`src/rtl/pipelined_adder.sv`:
```
// pipelined_adder: segment-pipelined WIDTH-bit adder with valid/ready handshake; ADDER_SUB_EN adds a subtract port
module pipelined_adder #(
  parameter int WIDTH = 32,
  parameter int SEG = 8
) (
  input  logic             clk,
  input  logic             rst,
  input  logic             in_valid,
  output logic             in_ready,
  input  logic [WIDTH-1:0] a,
  input  logic [WIDTH-1:0] b,
  input  logic             cin,
`ifdef ADDER_SUB_EN
  input  logic             sub,
`endif
  output logic             out_valid,
  input  logic             out_ready,
  output logic [WIDTH-1:0] sum,
  output logic             cout,
  output logic             ovf
);
  localparam int N = WIDTH / SEG;
  logic [WIDTH-1:0] a_q [N];
  logic [WIDTH-1:0] b_q [N];
  logic [WIDTH-1:0] s_q [N];
  logic [N-1:0]     v_q, c_q;
  logic [WIDTH-1:0] a_p [N];
  logic [WIDTH-1:0] b_p [N];
  logic [WIDTH-1:0] s_p [N];
  logic [WIDTH-1:0] s_d [N];
  logic [N-1:0]     v_p, c_p, c_d;
  logic [SEG:0]     t [N];
  logic [WIDTH-1:0] b_in;
  logic             c_in, adv;
`ifdef ADDER_SUB_EN
  assign b_in = sub ? ~b : b;
  assign c_in = sub | cin;
`else
  assign b_in = b;
  assign c_in = cin;
`endif
  assign out_valid = v_q[N-1];
  assign adv       = !out_valid || out_ready;
  assign in_ready  = adv;
  assign sum       = s_q[N-1];
  assign cout      = c_q[N-1];
  assign ovf       = (a_q[N-1][WIDTH-1] == b_q[N-1][WIDTH-1]) && (sum[WIDTH-1] != a_q[N-1][WIDTH-1]);
  // each stage adds its own segment of the operands fed from the stage before it
  always_comb begin
    a_p[0] = a;
    b_p[0] = b_in;
    s_p[0] = '0;
    c_p[0] = c_in;
    v_p[0] = in_valid;
    for (int k = 1; k < N; k++) begin
      a_p[k] = a_q[k-1];
      b_p[k] = b_q[k-1];
      s_p[k] = s_q[k-1];
      c_p[k] = c_q[k-1];
      v_p[k] = v_q[k-1];
    end
    for (int k = 0; k < N; k++) begin
      t[k] = {1'b0, a_p[k][k*SEG +: SEG]} + {1'b0, b_p[k][k*SEG +: SEG]} + {{SEG{1'b0}}, c_p[k]};
      s_d[k] = s_p[k];
      s_d[k][k*SEG +: SEG] = t[k][SEG-1:0];
      c_d[k] = t[k][SEG];
    end
  end
  // whole pipeline advances together; data only loads with a valid beat so outputs hold across bubbles
  always_ff @(posedge clk) begin
    if (rst) begin
      v_q <= '0;
      c_q <= '0;
      for (int k = 0; k < N; k++) begin
        a_q[k] <= '0;
        b_q[k] <= '0;
        s_q[k] <= '0;
      end
    end else if (adv) begin
      v_q <= v_p;
      for (int k = 0; k < N; k++) begin
        if (v_p[k]) begin
          a_q[k] <= a_p[k];
          b_q[k] <= b_p[k];
          s_q[k] <= s_d[k];
          c_q[k] <= c_d[k];
        end
      end
    end
  end
endmodule

```
`config.mk`:
```
export PLATFORM = sky130hd
export DESIGN_NAME = pipelined_adder
export DESIGN_NICKNAME = d
export VERILOG_FILES = /design/src/rtl/pipelined_adder.sv
export SDC_FILE = /design/constraint.sdc
export NUM_CORES = 1
export LEC_CHECK = 0
export ABC_AREA = 1
export BUFFER_PORTS_ARGS = -buffer_cell sky130_fd_sc_hd__buf_2
export CORE_MARGIN = 2
export CORE_UTILIZATION = 40
export CTS_CLUSTER_DIAMETER = 30
export DETAILED_ROUTE_END_ITERATION = 6
export PLACE_DENSITY = 0.59
export SLEW_MARGIN = 5
export SYNTH_ARGS = -nofsm -noshare
export SYNTH_HDL_FRONTEND = slang
export SYNTH_SLANG_ARGS = --single-unit
```
`constraint.sdc`:
```
create_clock -name clk -period 2.9 [get_ports clk]
set_input_delay 0.145 -clock clk [delete_from_list [all_inputs] [get_ports clk]]
set_output_delay 0.145 -clock clk [all_outputs]
set_load 0.01 [all_outputs]
```
==> results of run 1 <==
[metal layers]
metal,vias to the layer above,share of wire
li1,2788,-
met3,19,0.042
met1,2352,0.48
met5,-,0
met4,0,0.015
met2,98,0.46
[cells by family (layout without fill, tap and decap cells)]
logic type	after synthesis	count (layout)	share of synthesized area
AOI/OAI and AO/OA	36	36	0.02105
buffers and inverters	212	343	0.1068
DFF	186	186	0.6302
adders and majority gates	36	36	0.05844
and+or+nand+nor	346	346	0.1835
[cell usage in the layout, fill, tap and decap left out, types with 6 or more instances in the layout]
cell type      Yosys  routed
dfxtp_1            8       8
fa_1               8       8
clkbuf_16          0      17
buf_2              2     104
or2_2              7       7
nor2_2             7       7
nand3b_1           7       7
nand2_1           94      92
and2_1             6       6
edfxtp_1         178     178
ha_1              28      28
nor2_4            14      14
dlygate4sd3_1      0       7
nand3_1           24      24
inv_1            190     190
nor2_1           177     177
a21oi_1           30      30
[per-stage QoR]
stage	cells	hold slack, ns
detailed placement	1188	0.3935
CTS	1227	0.0009002
floorplan	816	0.2571
global placement	1188	0.4067
finish	1227	0.01201
global route	1227	0.01556
[Yosys cell counts]
cell / count
a21oi_1: 30
a21oi_2: 1
and2_1: 6
buf_12: 2
buf_2: 2
buf_6: 12
dfxtp_1: 8
edfxtp_1: 178
fa_1: 8
ha_1: 28
inv_1: 190
inv_2: 3
inv_4: 1
inv_6: 2
nand2_1: 94
nand2_2: 1
nand2_4: 1
nand3_1: 24
nand3_4: 1
nand3b_1: 7
nor2_1: 177
nor2_2: 7
nor2_4: 14
nor2_8: 3
nor3b_1: 3
nor3b_2: 1
o21ai_0: 5
or2_2: 7
[final cells by class]
cell class	count	area share
flip-flops and latches	186	0.5421
multi-input cells	418	0.2267
inverters	196	0.07368
repair buffers	115	0.06235
clock buffers	24	0.04645
well taps	280	0.03450
clock inverters	8	0.01417
[power by group through the flow]
stage	combinational (mW)	clock, mW	sequential (mW)
global route	0.623	2.58	3.18
floorplan	0.372	0	3.23
detailed placement	0.535	0	3.23
finish	0.538	2.42	3.17
global placement	0.530	0	3.22
CTS	0.547	2.47	3.17
[critical path: stages, from the launching register on]
cell	delay (ns)
edfxtp_1	0.40
fa_1	0.45
fa_1	0.41
nand2_1	0.10
nand2_1	0.07
nand3b_1	0.10
nand2_1	0.08
nor2_1	0.11
nor2_1	0.05
[final timing paths]
check,start,endpoint,slack (ns),cells after the start
worst max-delay path,a_q[0][8],s_q[0][46],0.89,8
worst min register to register,c_q[3],c_q[3],0.48,2
worst min-delay path,a[27],a_q[0][27],0.01,3
worst max register to register,a_q[0][8],s_q[0][46],0.89,8
[state kept, by name (all words and copies together), names as in the netlist]
name	flops
s_q	80
a_q	49
c_q	4
b_q	49
v_q	4
[repair_timing]
action	4_1_cts	5_1_grt
setup endpoints to repair	0	0
hold endpoints to repair	7	0
hold buffers	7	0
==> results.ini, run 1 <==
[detailed_routing]
vias = 5257
totalWireLength_um = 14660
initialDrtViolationCount = 298
first_pass_iters = 5
postRouteAntennaNets = 0
via_per_inst = 4.284
wire_per_inst_um = 11.95
drc_errors = 0

[sta]
fmax_ghz = 0.4975
hold_viol_final = 0
setup_tns_ns = 0
timing.slew.headroom = 0.5782
fin_ws_ns = 0.8899
maxSlewViolCount = 0
setup_viol = 0
tightest_slew_ns = 0.6327
fin_crit_ns = 2.010
fin_crit_sh = 0.6931
rsz0062_at_grt = no
finClkSkew_ns = 0.007844

[synthesis]
synth_cells = 816
yosys.area.top_type = edfxtp_1
yosysWarnings = 0
synth_top_cell_area_share = 0.6119
yosysSeqAreaShare = 0.6302
yosys-top-cells-area = edfxtp_1 (61%), inv_1 (8.2%), nor2_1 (7.6%), nand2_1 (4.0%), ha_1 (4.0%)
syn-num-nets = 921
ys_ff_latch = 186
syn_avg_cell_area_um2 = 10.71
mappedNetlistArea_um2 = 8736
synthDistinctLibCells = 28

[pwr]
power_frac_clock = 0.395
p_total_mw = 6.123
p_seq_frac = 0.517
p_sw_frac = 0.2158
pwr-share-comb = 0.088
power_switching_mw = 1.321
irDropWorstVdd_v = 0.0003734
leakage_nw = 4.602
intPower_mw = 4.802
power_density_nw_per_um2 = 603.0

[clocking]
clk_pin_slew_ns = 0.07
ctsLongestPathBuffers = 2
cts_tree = yes
cts_root_buffer = clkbuf_16
clk_latency_ns = 0.43
numCtsBuffers = 17
clock_sinks = 186
cts_resized = 0
cts_max_level = 4
post_cts_buffers = 0

[global_route]
use_met2 = 0.2099
grt_pass1_wl_um = 23730
grt_pass1_vias = 4900
grt-busiest-layer = met2
grt-ovfl-total = 0
antenna_found_initial = 0
grt.total_usage = 0.1344
met1_usage = 0.1854
grt_max_degree = 55
grtUsageMet3 = 0.02754

[placed_design]
io_buffers = 104
gp_congestion = 0.7765
hpwlAfterDp_um = 10290
postPlaceCellArea_um2 = 9469
dp_slack_ns = 0.9060

[final_layout]
final_layout_size_suffix_gt1_frac = 0.1890
multi_input_area_um2 = 2302
nets = 1039
nFillCells = 2058
syn2layout_area_growth_pct = 16.24
ff_latch_area_um2 = 5505
final_core_util = 0.4697
antenna_cells = 0
postLayoutCellArea_um2 = 10150

[critical_path]
startpoint_type = flop
cp-end-kind = flop
path_max_fanout = 2
arrival_ns = 2.19
crit_type = flop to flop
worstPathRequired_ns = 3.08

[floorplanning]
design.die.area_um2 = 23040
die_h_um = 151.8
initial_core_util = 0.4041
core-area_um2 = 21620
die_w_um = 151.8
ios = 105
row_count = 54

[outcome]
status = completed

[hold_path]
min_path_type = input port to flop

[flow_run]
maxCapViolCount = 0

Note: power is estimated with default switching activity, not from simulation.
==> inputs of run 2 (changes only) <==
--- a/config.mk
+++ b/config.mk
@@ -5,13 +5,13 @@
 export SDC_FILE = /design/constraint.sdc
 export NUM_CORES = 1
 export LEC_CHECK = 0
-export ABC_AREA = 1
+export ABC_AREA = 0
 export BUFFER_PORTS_ARGS = -buffer_cell sky130_fd_sc_hd__buf_2
 export CORE_MARGIN = 2
 export CORE_UTILIZATION = 40
 export CTS_CLUSTER_DIAMETER = 30
 export DETAILED_ROUTE_END_ITERATION = 6
-export PLACE_DENSITY = 0.59
+export PLACE_DENSITY = 0.62
 export SLEW_MARGIN = 5
 export SYNTH_ARGS = -nofsm -noshare
 export SYNTH_HDL_FRONTEND = slang
==> constraint.sdc (replaced) <==
create_clock -name clk -period 1.7 [get_ports clk]
set_input_delay 0.085 -clock clk [delete_from_list [all_inputs] [get_ports clk]]
set_output_delay 0.085 -clock clk [all_outputs]
set_load 0.01 [all_outputs]
==> run 2 against run 1 <==
  * The flow now finishes with violations (negative setup slack)
  * Synthesized area decreased by 6.7%
  * Fmax down 5.4%
  * Worst hold slack gained 0.00082 ns
  * Sequential power up 70%
  * Total power rose by 74%
  * Clock skew about the same
  * Core utilization is 6.4 points higher
  * Sequential share of layout area shrank 2.9 points
  * Combinational power increased by 120%
  * Clock power up 67%
==> results.ini, run 2 <==
[floorplanning]
core-area_um2 = 20100
design.die.area_um2 = 21520
initial_core_util = 0.4052
die_w_um = 146.7
ios = 105
row_count = 52
die_h_um = 146.7

[critical_path]
critPathMaxStageDelay_ns = 0.43
cp_cell_sequence = fa_2 -> inv_2 -> fa_2 -> nor2b_2 -> o31a_1 -> o21a_1 -> nor3_2 -> nor3_2
worstRegToRegCells = 8
arrival_ns = 2.31
crit_type = flop to flop
cp.depth = 8
startpoint_type = flop
slowest_stage = fa_2
cp-end-kind = flop
path_max_fanout = 3
crit_buf_inv = 1
crit_family = adder cells
worstPathRequired_ns = 1.88

[detailed_routing]
first_pass_iters = 4
via_per_inst = 4.849
postRouteAntennaNets = 0
wire_per_inst_um = 14.62
totalWireLength_um = 15530
vias = 5150
drc_errors = 0
initialDrtViolationCount = 330

[synthesis]
synth-edff-count = 178
synth_cells = 587
yosysMostFrequentCell = edfxtp_1
synthArstFlopShare = 0
yosys-top-cells-area = edfxtp_1 (66%), and3_1 (12%), ha_1 (4.3%), dfxtp_1 (2.0%), fa_1 (2.0%)
yosys.area.top_type = edfxtp_1
yosysWarnings = 0
ys_ff_latch = 186
yosysSeqAreaShare = 0.6758
synthDistinctLibCells = 35
synth_fa_ha_area_frac = 0.06266
syn-num-nets = 692
syn_avg_cell_area_um2 = 13.88
synth_top_cell_area_share = 0.6561
synth_compound_area_frac = 0.06558
muxShareOfSynthArea = 0
ys.flop_type = edfxtp_1
synthXorXnorAreaFrac = 0.008601
netlist_top_cells_count = edfxtp_1 (178), and3_1 (152), clkbuf_1 (33)
mappedNetlistArea_um2 = 8147
synth_top_family_by_area = simple AND/OR/NAND/NOR gates
synthSimpleGateAreaFrac = 0.1665

[final_layout]
nets = 884
largest_registers = s_q: 80 flops, a_q: 49 flops, b_q: 49 flops
regMostFlops = s_q
largest_register_ffs = 80
antenna_cells = 0
final_common_cell = edfxtp_1
final_cell_mix = edfxtp_1 (178), and3_1 (152), buf_2 (104)
nFillCells = 1690
syn2layout_area_growth_pct = 31.73
final_layout_size_suffix_gt1_frac = 0.3106

[sta]
fin_ws_ns = -0.4237
setup_tns_ns = -4.866
tightest_slew_ns = 0.3979
timing.slew.headroom = 0.7347
hold_viol_final = 0
rsz0062_at_grt = yes
fin_crit_ns = 2.124
setup_viol = 18
finClkSkew_ns = 0.007542
fin_crit_sh = 1.249
maxSlewViolCount = 0
fmax_ghz = 0.4709

[global_route]
grt_pass1_vias = 5066
grt_max_degree = 65
antenna_found_initial = 0
grt.total_usage = 0.1470
grt_pass1_wl_um = 25010
grt-ovfl-total = 0

[pwr]
power_switching_mw = 2.398
p_sw_frac = 0.2255
power_frac_clock = 0.380
power_density_nw_per_um2 = 990.8
pwr-share-comb = 0.113
irDropWorstVdd_v = 0.0007148
p_seq_frac = 0.507
intPower_mw = 8.235
leakage_nw = 4.762

[hold_path]
holdPathStages = 2
min_path_type = input port to flop

[clocking]
clk_pin_slew_ns = 0.07
ctsLongestPathBuffers = 2
clk_latency_ns = 0.43
cts_root_buffer = clkbuf_16
cts_max_level = 4
cts_tree = yes
clock_sinks = 186
numCtsBuffers = 17

[placed_design]
hpwlAfterDp_um = 10590
gp_congestion = 0.8470
dp_slack_ns = -0.4796
io_buffers = 104

[outcome]
status = finished, violations left
violations = negative setup slack

[flow_run]
maxCapViolCount = 0

[run 2: final timing paths]
check	start	end	slack (ns)
worst max-delay path	a_q[0][48]	s_q[0][86]	-0.42
worst min register to register	b_q[0][19]	b_q[0][51]	0.55
worst min-delay path	a[31]	a_q[0][31]	0.01
worst max register to register	a_q[0][48]	s_q[0][86]	-0.42
[run 2: worst register-to-register path, delay by kind of cell (launching register included)]
kind                     cells  cell delay, ns
AND/OR/NAND/NOR              3            0.29
flip-flops                   1            0.40
buffers and inverters        1            0.07
adder cells (fa/ha/maj)      2            0.62
AO/OA/AOI/OAI                2            0.51
[run 2: cell families after synthesis]
family | count (synthesis)
simple gates | 236
xor+xnor | 8
flops | 186
buf+inv | 44
fa+ha+maj | 36
compound gates | 77
[run 2: power groups by stage]
| stage | Clock (mW) | Sequential, mW | Combinational, mW |
|---|---|---|---|
| global route | 4.33 | 5.42 | 1.31 |
| finish | 4.04 | 5.39 | 1.20 |
| global placement | 0 | 5.49 | 0.972 |
| CTS | 4.13 | 5.40 | 1.15 |
| floorplan | 0 | 5.49 | 0.565 |
| detailed placement | 0 | 5.50 | 1.01 |
[run 2: cell type report]
| cell class | instances | area [um2] | area share |
|---|---|---|---|
| tap | 270 | 337.8 | 0.03148 |
| sequential | 186 | 5508 | 0.5132 |
| multi-input combinational | 357 | 2706 | 0.2522 |
| clock inverter | 15 | 188.9 | 0.01761 |
| inverter | 9 | 33.78 | 0.003148 |
| timing repair buffer | 208 | 1531 | 0.1427 |
| clock buffer | 17 | 425.4 | 0.03964 |
[run 2: routing by layer]
layer,up-vias,part of all wire,track usage
li1,2618,-,-
met1,2386,0.46,0.2004
met2,122,0.47,0.2254
met3,24,0.053,0.04037
met4,0,0.021,0.05777
met5,-,0,0
[run 2: through the flow]
stage                     cell area [um2]  power [mW]  instances  hold slack (ns)    util
final                               10730       10.63       1062          0.01283  0.5338
after global routing                10730       11.06       1062         0.001830  0.5338
after CTS                           10610       10.68       1059         0.006828  0.5278
after detailed placement             9382       6.509        975           0.3603  0.4666
after global placement               9382       6.461        975           0.3495  0.4666
after floorplan                      8199       6.052        587           0.2696       -
[run 2: repair_timing]
| action | 4_1_cts | 5_1_grt |
|---|---|---|
| endpoints found under the hold margin | 48 | 0 |
| hold buffers | 48 | 0 |
| gates resized for setup | 25 | 19 |
| endpoints found under the setup margin | 19 | 55 |
| buffers inserted | 6 | 3 |
| pin swaps | 15 | 15 |
| gates cloned | 0 | 0 |
